[config.mk]
export PLATFORM = sky130hd
export DESIGN_NAME = cp0_timer_ext
export DESIGN_NICKNAME = d
export VERILOG_FILES = /design/src/rtl/cp0_timer_ext.sv
export SDC_FILE = /design/constraint.sdc
export NUM_CORES = 1
export LEC_CHECK = 0
export ABC_AREA = 1
export ABC_CLOCK_PERIOD_IN_PS = 1820
export BUFFER_PORTS_ARGS = -buffer_cell sky130_fd_sc_hd__clkbuf_2
export CORE_MARGIN = 1.5
export CORE_UTILIZATION = 49
export DETAILED_ROUTE_END_ITERATION = 6
export GPL_TIMING_DRIVEN = 0
export PLACE_DENSITY = 0.82
export SKIP_CTS_REPAIR_TIMING = 1
export SLEW_MARGIN = 20
export SYNTH_ARGS = -nofsm -noshare
export SYNTH_HDL_FRONTEND = slang
export SYNTH_SLANG_ARGS = --single-unit
[constraint.sdc]
create_clock -name clk -period 1.82 [get_ports clk]
set_clock_uncertainty 0.05 [all_clocks]
set_input_delay 0.364 -clock clk [delete_from_list [all_inputs] [get_ports clk]]
set_output_delay 0.364 -clock clk [all_outputs]
set_load 0.1 [all_outputs]
[src/rtl/cp0_timer_ext.sv]
// Coprocessor-0 for the pipelined MIPS core: Status/Cause/EPC/BadVAddr, Count/Compare timer,
// hardware interrupt sampling and committed-exception entry with EXL nesting.
module cp0_timer_ext #(
    parameter int          NUM_HW_INT = 6,
    parameter int          COUNT_DIV  = 2,
    parameter logic [31:0] EXC_BASE   = 32'h0000_0000,
    parameter logic [31:0] BOOT_BASE  = 32'hBFC0_0200,
    parameter logic [31:0] PRID       = 32'h0001_8000
) (
    input  logic                  clk,
    input  logic                  rst,
    input  logic                  we,
    input  logic [4:0]            r_reg,
    input  logic [31:0]           data_in,
    output logic [31:0]           data_out,
    input  logic [NUM_HW_INT-1:0] int_,
    input  logic                  exc_valid,
    input  logic [4:0]            exc_code,
    input  logic [31:0]           exc_pc,
    input  logic                  exc_bd,
    input  logic [31:0]           exc_badvaddr,
    input  logic                  eret,
    output logic [31:0]           STATUS_out,
    output logic [31:0]           CAUSE_out,
    output logic [31:0]           EPC_out,
    output logic                  INT,
    output logic [31:0]           exc_vector
);

    localparam logic [31:0] DIV_LAST = 32'(COUNT_DIV - 1);

    logic                  ie_q, ie_d;
    logic                  exl_q, exl_d;
    logic [7:0]            im_q, im_d;
    logic                  bev_q, bev_d;
    logic                  bd_q, bd_d;
    logic                  ti_q, ti_d;
    logic [1:0]            ip_sw_q, ip_sw_d;
    logic [4:0]            exccode_q, exccode_d;
    logic [NUM_HW_INT-1:0] int_q, int_d;
    logic [31:0]           epc_q, epc_d;
    logic [31:0]           badvaddr_q, badvaddr_d;
    logic [31:0]           count_q, count_d;
    logic [31:0]           compare_q, compare_d;
    logic [31:0]           presc_q, presc_d;

    logic [5:0]  int_pad_s;
    logic [7:0]  ip_s;
    logic        tick_s;
    logic [31:0] count_inc_s;
    logic        wr_status_s, wr_cause_s, wr_epc_s, wr_count_s, wr_compare_s;

    // Widen the sampled interrupt lines to the six Cause.IP[7:2] slots
    always_comb begin
        int_pad_s = 6'b000000;
        for (int k = 0; k < NUM_HW_INT; k++) begin
            int_pad_s[k] = int_q[k];
        end
        ip_s = {ti_q | int_pad_s[5], int_pad_s[4:0], ip_sw_q};
    end

    // Register views, mfc0 read mux, interrupt request and vector
    always_comb begin
        STATUS_out = {9'd0, bev_q, 6'd0, im_q, 6'd0, exl_q, ie_q};
        CAUSE_out  = {bd_q, ti_q, 14'd0, ip_s, 1'b0, exccode_q, 2'b00};
        EPC_out    = epc_q;
        INT        = (|(ip_s & im_q)) & ie_q & ~exl_q;
        exc_vector = (bev_q ? BOOT_BASE : EXC_BASE) + 32'h0000_0180;
        case (r_reg)
            5'd8:    data_out = badvaddr_q;
            5'd9:    data_out = count_q;
            5'd11:   data_out = compare_q;
            5'd12:   data_out = STATUS_out;
            5'd13:   data_out = CAUSE_out;
            5'd14:   data_out = epc_q;
            5'd15:   data_out = PRID;
            default: data_out = 32'd0;
        endcase
    end

    // Next-state: timer, then exception > eret > mtc0 for the control registers
    always_comb begin
        ie_d       = ie_q;
        exl_d      = exl_q;
        im_d       = im_q;
        bev_d      = bev_q;
        bd_d       = bd_q;
        ti_d       = ti_q;
        ip_sw_d    = ip_sw_q;
        exccode_d  = exccode_q;
        int_d      = int_;
        epc_d      = epc_q;
        badvaddr_d = badvaddr_q;
        count_d    = count_q;
        compare_d  = compare_q;
        presc_d    = presc_q;

        wr_status_s  = we && (r_reg == 5'd12);
        wr_cause_s   = we && (r_reg == 5'd13);
        wr_epc_s     = we && (r_reg == 5'd14);
        wr_count_s   = we && (r_reg == 5'd9);
        wr_compare_s = we && (r_reg == 5'd11);
        tick_s       = (presc_q == DIV_LAST);
        count_inc_s  = count_q + 32'd1;

        if (wr_count_s) begin
            count_d = data_in;
            presc_d = 32'd0;
        end else if (tick_s) begin
            count_d = count_inc_s;
            presc_d = 32'd0;
        end else begin
            presc_d = presc_q + 32'd1;
        end

        // A Compare write clears TI even if the match lands on the same edge
        if (wr_compare_s) begin
            compare_d = data_in;
            ti_d      = 1'b0;
        end else if (tick_s && !wr_count_s && (count_inc_s == compare_q)) begin
            ti_d = 1'b1;
        end else begin
            ti_d = ti_q;
        end

        if (exc_valid) begin
            if (!exl_q) begin
                epc_d = exc_bd ? (exc_pc - 32'd4) : exc_pc;
                bd_d  = exc_bd;
            end else begin
                epc_d = epc_q;
                bd_d  = bd_q;
            end
            exccode_d = exc_code;
            exl_d     = 1'b1;
            if ((exc_code == 5'd4) || (exc_code == 5'd5)) begin
                badvaddr_d = exc_badvaddr;
            end else begin
                badvaddr_d = badvaddr_q;
            end
        end else if (eret) begin
            exl_d = 1'b0;
            if (wr_cause_s) begin
                ip_sw_d = data_in[9:8];
            end else begin
                ip_sw_d = ip_sw_q;
            end
            if (wr_epc_s) begin
                epc_d = data_in;
            end else begin
                epc_d = epc_q;
            end
        end else begin
            if (wr_status_s) begin
                ie_d  = data_in[0];
                exl_d = data_in[1];
                im_d  = data_in[15:8];
                bev_d = data_in[22];
            end else begin
                ie_d = ie_q;
            end
            if (wr_cause_s) begin
                ip_sw_d = data_in[9:8];
            end else begin
                ip_sw_d = ip_sw_q;
            end
            if (wr_epc_s) begin
                epc_d = data_in;
            end else begin
                epc_d = epc_q;
            end
        end
    end

    // State registers with synchronous reset
    always_ff @(posedge clk) begin
        if (rst) begin
            ie_q       <= 1'b0;
            exl_q      <= 1'b0;
            im_q       <= 8'd0;
            bev_q      <= 1'b1;
            bd_q       <= 1'b0;
            ti_q       <= 1'b0;
            ip_sw_q    <= 2'b00;
            exccode_q  <= 5'd0;
            int_q      <= '0;
            epc_q      <= 32'd0;
            badvaddr_q <= 32'd0;
            count_q    <= 32'd0;
            compare_q  <= 32'd0;
            presc_q    <= 32'd0;
        end else begin
            ie_q       <= ie_d;
            exl_q      <= exl_d;
            im_q       <= im_d;
            bev_q      <= bev_d;
            bd_q       <= bd_d;
            ti_q       <= ti_d;
            ip_sw_q    <= ip_sw_d;
            exccode_q  <= exccode_d;
            int_q      <= int_d;
            epc_q      <= epc_d;
            badvaddr_q <= badvaddr_d;
            count_q    <= count_d;
            compare_q  <= compare_d;
            presc_q    <= presc_d;
        end
    end

endmodule

==> flow_summary.ini, run 1 <==
[clocking]
cts_tree = done
cts_root_buf = clkbuf_16
cts-htree-levels = 4
clk_latency_ps = 470
clockBufferDepth = 2
clk_pin_slew_ps = 90
cts_num_sinks = 186
cts_buffers = 17

[sta]
hold_viol_final = 0
slew_headroom = 0.4594
max_freq_mhz = 387.6
fin_ws_ps = -759.7
setup_violations = 110
finalCriticalPeriod_ps = 2580
tightest_slew_ps = 810.9
drv_slew = 0
min_period_over_period = 1.417
rsz0062_at_grt = true
fin_tns_setup_ps = -28320
holdWs_ps = 20.18

[routing]
drtIter0Drc = 1751
avgViaCountPerCell = 5.948
dr.pass1.iters = 7
antenna_left = 0
vias = 14050
wl_per_cell_um = 21.07
finalWirelength_um = 49800
drc = 5

[power_and_ir_drop]
switching_share = 0.3861
pwr-share-clk = 0.352
power_frac_seq = 0.380
power_density_nw_per_um2 = 687.8
power.switching_uw = 4403
p_leak_uw = 0.007068
combPwrFrac = 0.269
peakVddDrop_mv = 0.5619
p_int_uw = 7000

[global_routing]
met3_usage = 0.07384
grt_pass1_wl_um = 64500
use_met1 = 0.4357
busiest_layer = met2
grt_use_met2 = 0.5809
antenna_found_initial = 1
gr-total-overflow = 0
track_usage = 0.3531
grt_pass1_vias = 11770
grt_max_degree = 21

[floorplanning]
core_um2 = 22500
die_w_um = 154.0
rows = 55
die_area_um2 = 23710
start_util = 0.4965
fp.dieH_um = 154.0
ios = 279

[status]
status = finished, violations left
violations = DRC, setup timing

[synthesis]
async_flop_share = 0
syn_area_um2 = 11170
synth_edf_count = 0
yosysUniqueCellTypes = 49
ys_seq_elements = 186
synth-main-ff-cell = dfxtp_1
yosysSeqAreaShare = 0.3333
yosysWarnings = 0
synth_area_per_cell_um2 = 6.595
syn_inst = 1694

[place]
pre_cts_slack_ps = -1310
gp_congestion = 1.031
placedInstanceArea_um2 = 13210
port_buffers = 217
dp_hpwl_um = 33770

[layout]
final_layout_size_suffix_gt1_frac = 0.3518
post-route-cell-area_um2 = 16580
syn_to_final_growth_pct = 48.39
antennaDiodeCount = 0
layout.nets = 2187
fillers = 1573

[setup_path]
worstRegToRegCells = 11
arrival_ps = 2170
reg2reg_to = ti_q
rrSetupSlack_ps = -530
timing.rr.start = count_q[10]
required_ps = 1410
worstPathMaxFanout = 5
cp-start-kind = input port
worstSetupEndpointType = primary output
path_class = input port to primary output

[hold_path]
whs_path_depth = 3
min-delay-start = int_[4]
hold_class = input port to register
worstHoldEndpoint = int_pad_s[4]

[flow_run]
cap_viol_max_count = 0
-- cell usage after synthesis, drive strengths merged (2+ instances only) --
cell,number,area (um^2)
o22ai,29,181.4
xor2,25,219.0
o221ai,2,17.52
xnor2,16,140.1
ha,4,50.05
nor4,5,31.28
nand4,16,112.6
a221o,13,130.1
nor3,20,148.9
nor2,286,1175
o2111ai,3,26.28
o21ai,128,640.6
nor3b,7,52.55
buf,94,669.4
nand2,360,1379
xnor3,3,67.56
nand3b,3,22.52
conb,2,7.510
a21oi,118,590.6
o211ai,6,45.04
a22oi,5,37.54
a31oi,18,112.6
dfxtp,186,3724
inv,156,585.6
a221oi,19,166.4
nand3,96,505.5
clkbuf,54,202.7
or2,11,68.81
and3,2,12.51
-- logic make-up after synthesis --
kind of cell,count (synthesis),synth area share
fa+ha+maj,4,0.004480
other cells,2,0.0006722
compound gates,346,0.1780
xor+xnor,44,0.03819
simple gates,807,0.3146
flops,186,0.3333
buf+inv,305,0.1308
-- stage by stage --
stage | total power, uW | util | instances
final | 11400 | 0.7367 | 2363
after global routing | 11600 | 0.7367 | 2363
after CTS | 10670 | 0.6145 | 2286
after detailed placement | 6794 | 0.5869 | 2254
after global placement | 6779 | 0.5867 | 2254
after floorplan | 6185 | - | 1752
-- how the worst max path moves through the flow --
stage	start	end	slack, ps	cells past startpoint
floorplan	r_reg[2]	data_out[14]	-670	7
global placement	r_reg[2]	data_out[8]	-1300	10
detailed placement	r_reg[2]	data_out[22]	-1310	10
global route	count_q[1]	ti_q	-800	16
finish	r_reg[4]	data_out[12]	-760	12
CTS	r_reg[4]	data_out[22]	-1340	11
-- power groups by stage --
stage / Sequential, uW / Combinational [uW] / Clock (uW)
after global routing: 4330 / 3140 / 4130
after global placement: 4390 / 2380 / 0
after CTS: 4300 / 2400 / 3960
after floorplan: 4800 / 1380 / 0
final: 4330 / 3060 / 4010
after detailed placement: 4400 / 2400 / 0
-- worst max-delay path, stage by stage --
cell and delay, ps:
buf_6 90, inv_2 70, nand3b_1 100, buf_6 150, nor3_4 350, clkinv_4 200, buf_12 190, buf_4 140
o22ai_4 120, a21oi_2 70, nand2_4 120, buf_12 180
-- layout make-up --
class / count / area (um^2) / share of cell area
tap: 285 / 356.6 / 0.02151
buffer: 148 / 1075 / 0.06483
inverter: 157 / 625.6 / 0.03774
sequential: 186 / 3792 / 0.2288
timing repair buffer: 293 / 2409 / 0.1453
multi-input combinational: 1262 / 7700 / 0.4645
clock inverter: 15 / 195.2 / 0.01177
clock buffer: 17 / 425.4 / 0.02566
-- layout by cell type (no fill, tap or decap), types with 60 or more instances in the layout --
cell      instances
dfxtp_1         153
clkbuf_2        166
a21oi_1         100
o21ai_0         119
conb_1           60
nor2_1          220
nand2_1         328
buf_4           131
nand3_1          73
inv_1           138
-- layer usage --
| layer | vias up | share of wire |
|---|---|---|
| met5 | - | 0.0010 |
| met4 | 2 | 0.074 |
| met3 | 311 | 0.13 |
| met2 | 1148 | 0.46 |
| met1 | 6388 | 0.34 |
| li1 | 6205 | - |
-- registers in the layout, indices dropped and copies added, names as in the netlist --
name        cells
compare_q      32
ti_q            1
bev_q           1
exccode_q       5
int_pad_s       6
ip_sw_q         2
bd_q            1
ie_q            1
EPC_out        32
count_q        32
exl_q           1
badvaddr_q     32
im_q            8
presc_q        32
No activity file was read; power rests on OpenSTA's default activity.
==> inputs of run 2 (changes only) <==
--- a/config.mk
+++ b/config.mk
@@ -13,6 +13,7 @@
 export DETAILED_ROUTE_END_ITERATION = 6
 export GPL_TIMING_DRIVEN = 0
 export PLACE_DENSITY = 0.82
+export REMOVE_ABC_BUFFERS = 1
 export SKIP_CTS_REPAIR_TIMING = 1
 export SLEW_MARGIN = 20
 export SYNTH_ARGS = -nofsm -noshare
==> flow_summary.ini, run 2 (synthesis gave the netlist of run 1 again) <==
[status]
status = finished, violations left
violations = setup timing

[clocking]
cts_tree = done
cts_root_buf = clkbuf_16
clk_latency_ps = 460
cts_buffers = 17
cts_num_sinks = 186
clk_pin_slew_ps = 90
clockBufferDepth = 2
cts-htree-levels = 4

[power_and_ir_drop]
p_leak_uw = 0.006390
p_int_uw = 6689
combPwrFrac = 0.262
switching_share = 0.3887
power_density_nw_per_um2 = 714.7
peakVddDrop_mv = 0.6142
power.switching_uw = 4253
power_frac_seq = 0.394
pwr-share-clk = 0.345
power_uw = 10940

[global_routing]
grt_pass1_wl_um = 57060
grt_pass1_vias = 11300
track_usage = 0.3029
gr-total-overflow = 0
antenna_found_initial = 0
grt_max_degree = 80

[layout]
syn_to_final_growth_pct = 37.03
layout_common_cells = nand2_1 (326), nor2_1 (237), clkbuf_2 (168)
final_layout_size_suffix_gt1_frac = 0.3078
final_util = 0.6803
antennaDiodeCount = 0
post-route-cell-area_um2 = 15310
layout.nets = 2068
final_common_cell = nand2_1

[sta]
finalCriticalPeriod_ps = 2484
fin_ws_ps = -663.7
drv_slew = 0
max_freq_mhz = 402.6
rsz0062_at_grt = true
min_period_over_period = 1.365
setup_violations = 122
slew_headroom = 0.3793
tightest_slew_ps = 931.1
fin_tns_setup_ps = -36430
hold_viol_final = 0

[place]
port_buffers = 218
dp_hpwl_um = 26420
pre_cts_slack_ps = -2081
gp_congestion = 0.9298
placedInstanceArea_um2 = 12140

[floorplanning]
fp.dieH_um = 154.0
die_w_um = 154.0
ios = 279
rows = 55
core_um2 = 22500
die_area_um2 = 23710
start_util = 0.4965

[setup_path]
max_stage_delay_ps = 290
reg2reg_to = ti_q
arrival_ps = 2070
path_class = input port to primary output
crit_slowest_cell = o22ai_1
rrSetupSlack_ps = -570
crit_path_start = r_reg[2]
worstRegToRegCells = 13
worstPathMaxFanout = 15
cp-start-kind = input port
cp_cell_sequence = buf_6 > nand3b_1 > buf_6 > nor2_4 > clkinvlp_4 > buf_12 > o22ai_1 > a21oi_1 > nand4_1 > buf_8
critPathCapture = data_out[14]
worstSetupEndpointType = primary output
timing.rr.start = count_q[11]
crit_top_cell = buf_6
required_ps = 1410

[routing]
wl_per_cell_um = 19.84
top_layer_used = met4
drc = 0
avgViaCountPerCell = 5.960
wl_met1_um = 15260
vias = 13380
antenna_left = 0
drtIter0Drc = 1746
dr_wl_met2_um = 20510
met3_length_um = 5519
dr.pass1.iters = 7
finalWirelength_um = 44530

[flow_run]
cap_viol_max_count = 0

[hold_path]
hold_class = input port to register
[run 2: cell count changes in the layout (fill, tap and decap cells not counted), moves of 9 or more]
cell	before	now
nor2_1	220	237
a221o_2	9	0
clkbuf_1	35	0
a221o_1	0	13
buf_2	13	2
buf_4	131	59
o22ai_4	21	7
[run 2: worst min path at each step]
stage          startpoint      endpoint  depth (start not counted)
3_3_place_gp   presc_q[0]    presc_q[0]                          1
6_report          int_[0]  int_pad_s[0]                          3
4_1_cts           int_[0]  int_pad_s[0]                          3
5_1_grt           int_[1]  int_pad_s[1]                          3
2_1_floorplan         rst   EPC_out[13]                          1
3_5_place_dp   presc_q[0]    presc_q[0]                          1
[run 2: metrics by stage]
stage / hold slack [ps] / instances
after floorplan: 383.1 / 1604
after global placement: 399.8 / 2107
after detailed placement: 405.4 / 2117
after CTS: 36.72 / 2149
after global routing: 42.53 / 2244
final: 29.72 / 2244
[run 2: area by class of cell]
cell class | instances | area [um^2]
Clock inverter | 15 | 150.1
Fill cell | 1656 | 7194
Timing Repair Buffer | 312 | 2520
Inverter | 157 | 653.1
Sequential cell | 186 | 3770
Clock buffer | 17 | 425.4
Timing Repair inverter | 4 | 40.04
Tap cell | 285 | 356.6
Multi-Input combinational cell | 1268 | 7393
[run 2: routing by layer]
layer,global-route usage,vias up
li1,-,5946
met1,0.3766,6060
met2,0.5064,1088
met3,0.05609,281
met4,0.1452,0
met5,0,-
[run 2: power by group through the flow]
stage	registers (uW)	logic (uW)	clock network [uW]
after floorplan	4890	1100	0
after global placement	4380	2160	0
after detailed placement	4380	2190	0
after CTS	4290	2200	3710
after global routing	4320	2940	3890
final	4310	2860	3770
[run 2: critical path, delay by kind of cell]
family,cells,cell delay (ps)
buffers and inverters,5,810
AO/OA/AOI/OAI,2,360
AND/OR/NAND/NOR,3,530
==> inputs of run 3 (changes only) <==
--- a/config.mk
+++ b/config.mk
@@ -12,7 +12,7 @@
 export CORE_UTILIZATION = 49
 export DETAILED_ROUTE_END_ITERATION = 6
 export GPL_TIMING_DRIVEN = 0
-export PLACE_DENSITY = 0.82
+export PLACE_DENSITY = 0.84
 export REMOVE_ABC_BUFFERS = 1
 export SKIP_CTS_REPAIR_TIMING = 1
 export SLEW_MARGIN = 20
==> flow_summary.ini, run 3 (synthesis gave the netlist of run 1 again) <==
[clocking]
clk_latency_ps = 450
cts_buffers = 17
clockBufferDepth = 2
cts_tree = done
cts_num_sinks = 186
cts_root_buf = clkbuf_16
cts-htree-levels = 4
clk_pin_slew_ps = 90

[routing]
antenna_left = 0
finalWirelength_um = 43320
wl_per_cell_um = 19.43
drtIter0Drc = 1732
avgViaCountPerCell = 5.985
drc = 23
vias = 13350
dr.pass1.iters = 7

[floorplanning]
ios = 279
fp.dieH_um = 154.0
die_w_um = 154.0
die_area_um2 = 23710
rows = 55
start_util = 0.4965
core_um2 = 22500

[power_and_ir_drop]
peakVddDrop_mv = 0.5817
p_leak_uw = 0.006309
power_density_nw_per_um2 = 754.4

[place]
port_buffers = 218
dp.cells = 2117
gp_congestion = 0.9359
dp_hpwl_um = 25960

[hold_path]
min-delay-start = int_[3]
hold_class = input port to register

[setup_path]
required_ps = 1410
crit_path_start = r_reg[2]
worstSetupEndpointType = primary output
arrival_ps = 2080
timing.rr.start = count_q[1]
cp_cell_sequence = buf_6 > nand3b_1 > nor3_4 > bufinv_16 > o22ai_4 > a21oi_2 > nand4_1 > buf_12
path_class = input port to primary output
crit_slowest_cell = nor3_4
worstPathMaxFanout = 7
max_stage_delay_ps = 410
cp-start-kind = input port

[sta]
slew_headroom = 0.4356
setup_violations = 175
fin_tns_setup_ps = -45560
drv_slew = 0
tightest_slew_ps = 846.5
max_freq_mhz = 401.0
hold_viol_final = 0
min_period_over_period = 1.370
rsz0062_at_grt = true
finalCriticalPeriod_ps = 2494
fin_ws_ps = -673.9

[global_routing]
grt_pass1_wl_um = 57460
track_usage = 0.3042
gr-total-overflow = 0
grt_pass1_vias = 11350
grt_max_degree = 60
antenna_found_initial = 1

[layout]
final_common_cell = nand2_1
layout_common_cells = nand2_1 (328), nor2_1 (256), clkbuf_2 (169)
ff_latch_area_um2 = 3761
final_layout_size_suffix_gt1_frac = 0.2767
multiInputGateArea_um2 = 7107
layout.nets = 2053
fillers = 1702
syn_to_final_growth_pct = 34.21
final_cells = 2230

[status]
violations = DRC, setup timing
status = finished, violations left

[flow_run]
cap_viol_max_count = 0
[run 3: area by class of cell]
type,instances,share of cell area
timing repair inverter,5,0.003004
clock buffer,17,0.02837
inverter,157,0.04414
clock inverter,15,0.01585
sequential,186,0.2508
antenna,1,0.0001669
tap,285,0.02378
multi-input combinational,1265,0.4740
timing repair buffer,299,0.1599
[run 3: worst max-delay path, delay by kind of cell]
family | cells | cell delay, ps
AO/OA/AOI/OAI | 2 | 270
buffers and inverters | 3 | 530
AND/OR/NAND/NOR | 3 | 910
[run 3: worst paths after layout]
| path | end | slack, ps | cells after the start |
|---|---|---|---|
| max | data_out[11] | -670 | 8 |
| min | int_pad_s[3] | 30 | 3 |
| max reg2reg | ti_q | -640 | 16 |
| min reg2reg | presc_q[30] | 440 | 2 |
[run 3: per-layer routing]
metal | track usage | part of all wire | up-vias
li1 | - | - | 5925
met1 | 0.3698 | 0.35 | 6078
met2 | 0.5126 | 0.45 | 1076
met3 | 0.06257 | 0.12 | 267
met4 | 0.1484 | 0.072 | 0
met5 | 0 | 0 | -
[run 3: stage by stage]
| stage | total power (uW) | instance area (um^2) | setup WS, ps | util | hold slack (ps) |
|---|---|---|---|---|---|
| finish | 11310 | 14990 | -673.9 | 0.6663 | 34.51 |
| global route | 11560 | 14990 | -705.4 | 0.6663 | 28.35 |
| CTS | 10600 | 12780 | -1604 | 0.5681 | 36.69 |
| detailed placement | 6571 | 12120 | -2057 | 0.5387 | 422.5 |
| global placement | 6538 | 11970 | -7245 | 0.5317 | 397.1 |
| floorplan | 5993 | 10520 | -7181 | - | 383.1 |
[run 3: report_power, final]
part | internal [uW] | leakage [uW] | switching, uW
Combinational | 673 | 0.00447 | 2160
Clock | 2060 | 0.000316 | 2110
Sequential | 4190 | 0.00152 | 120
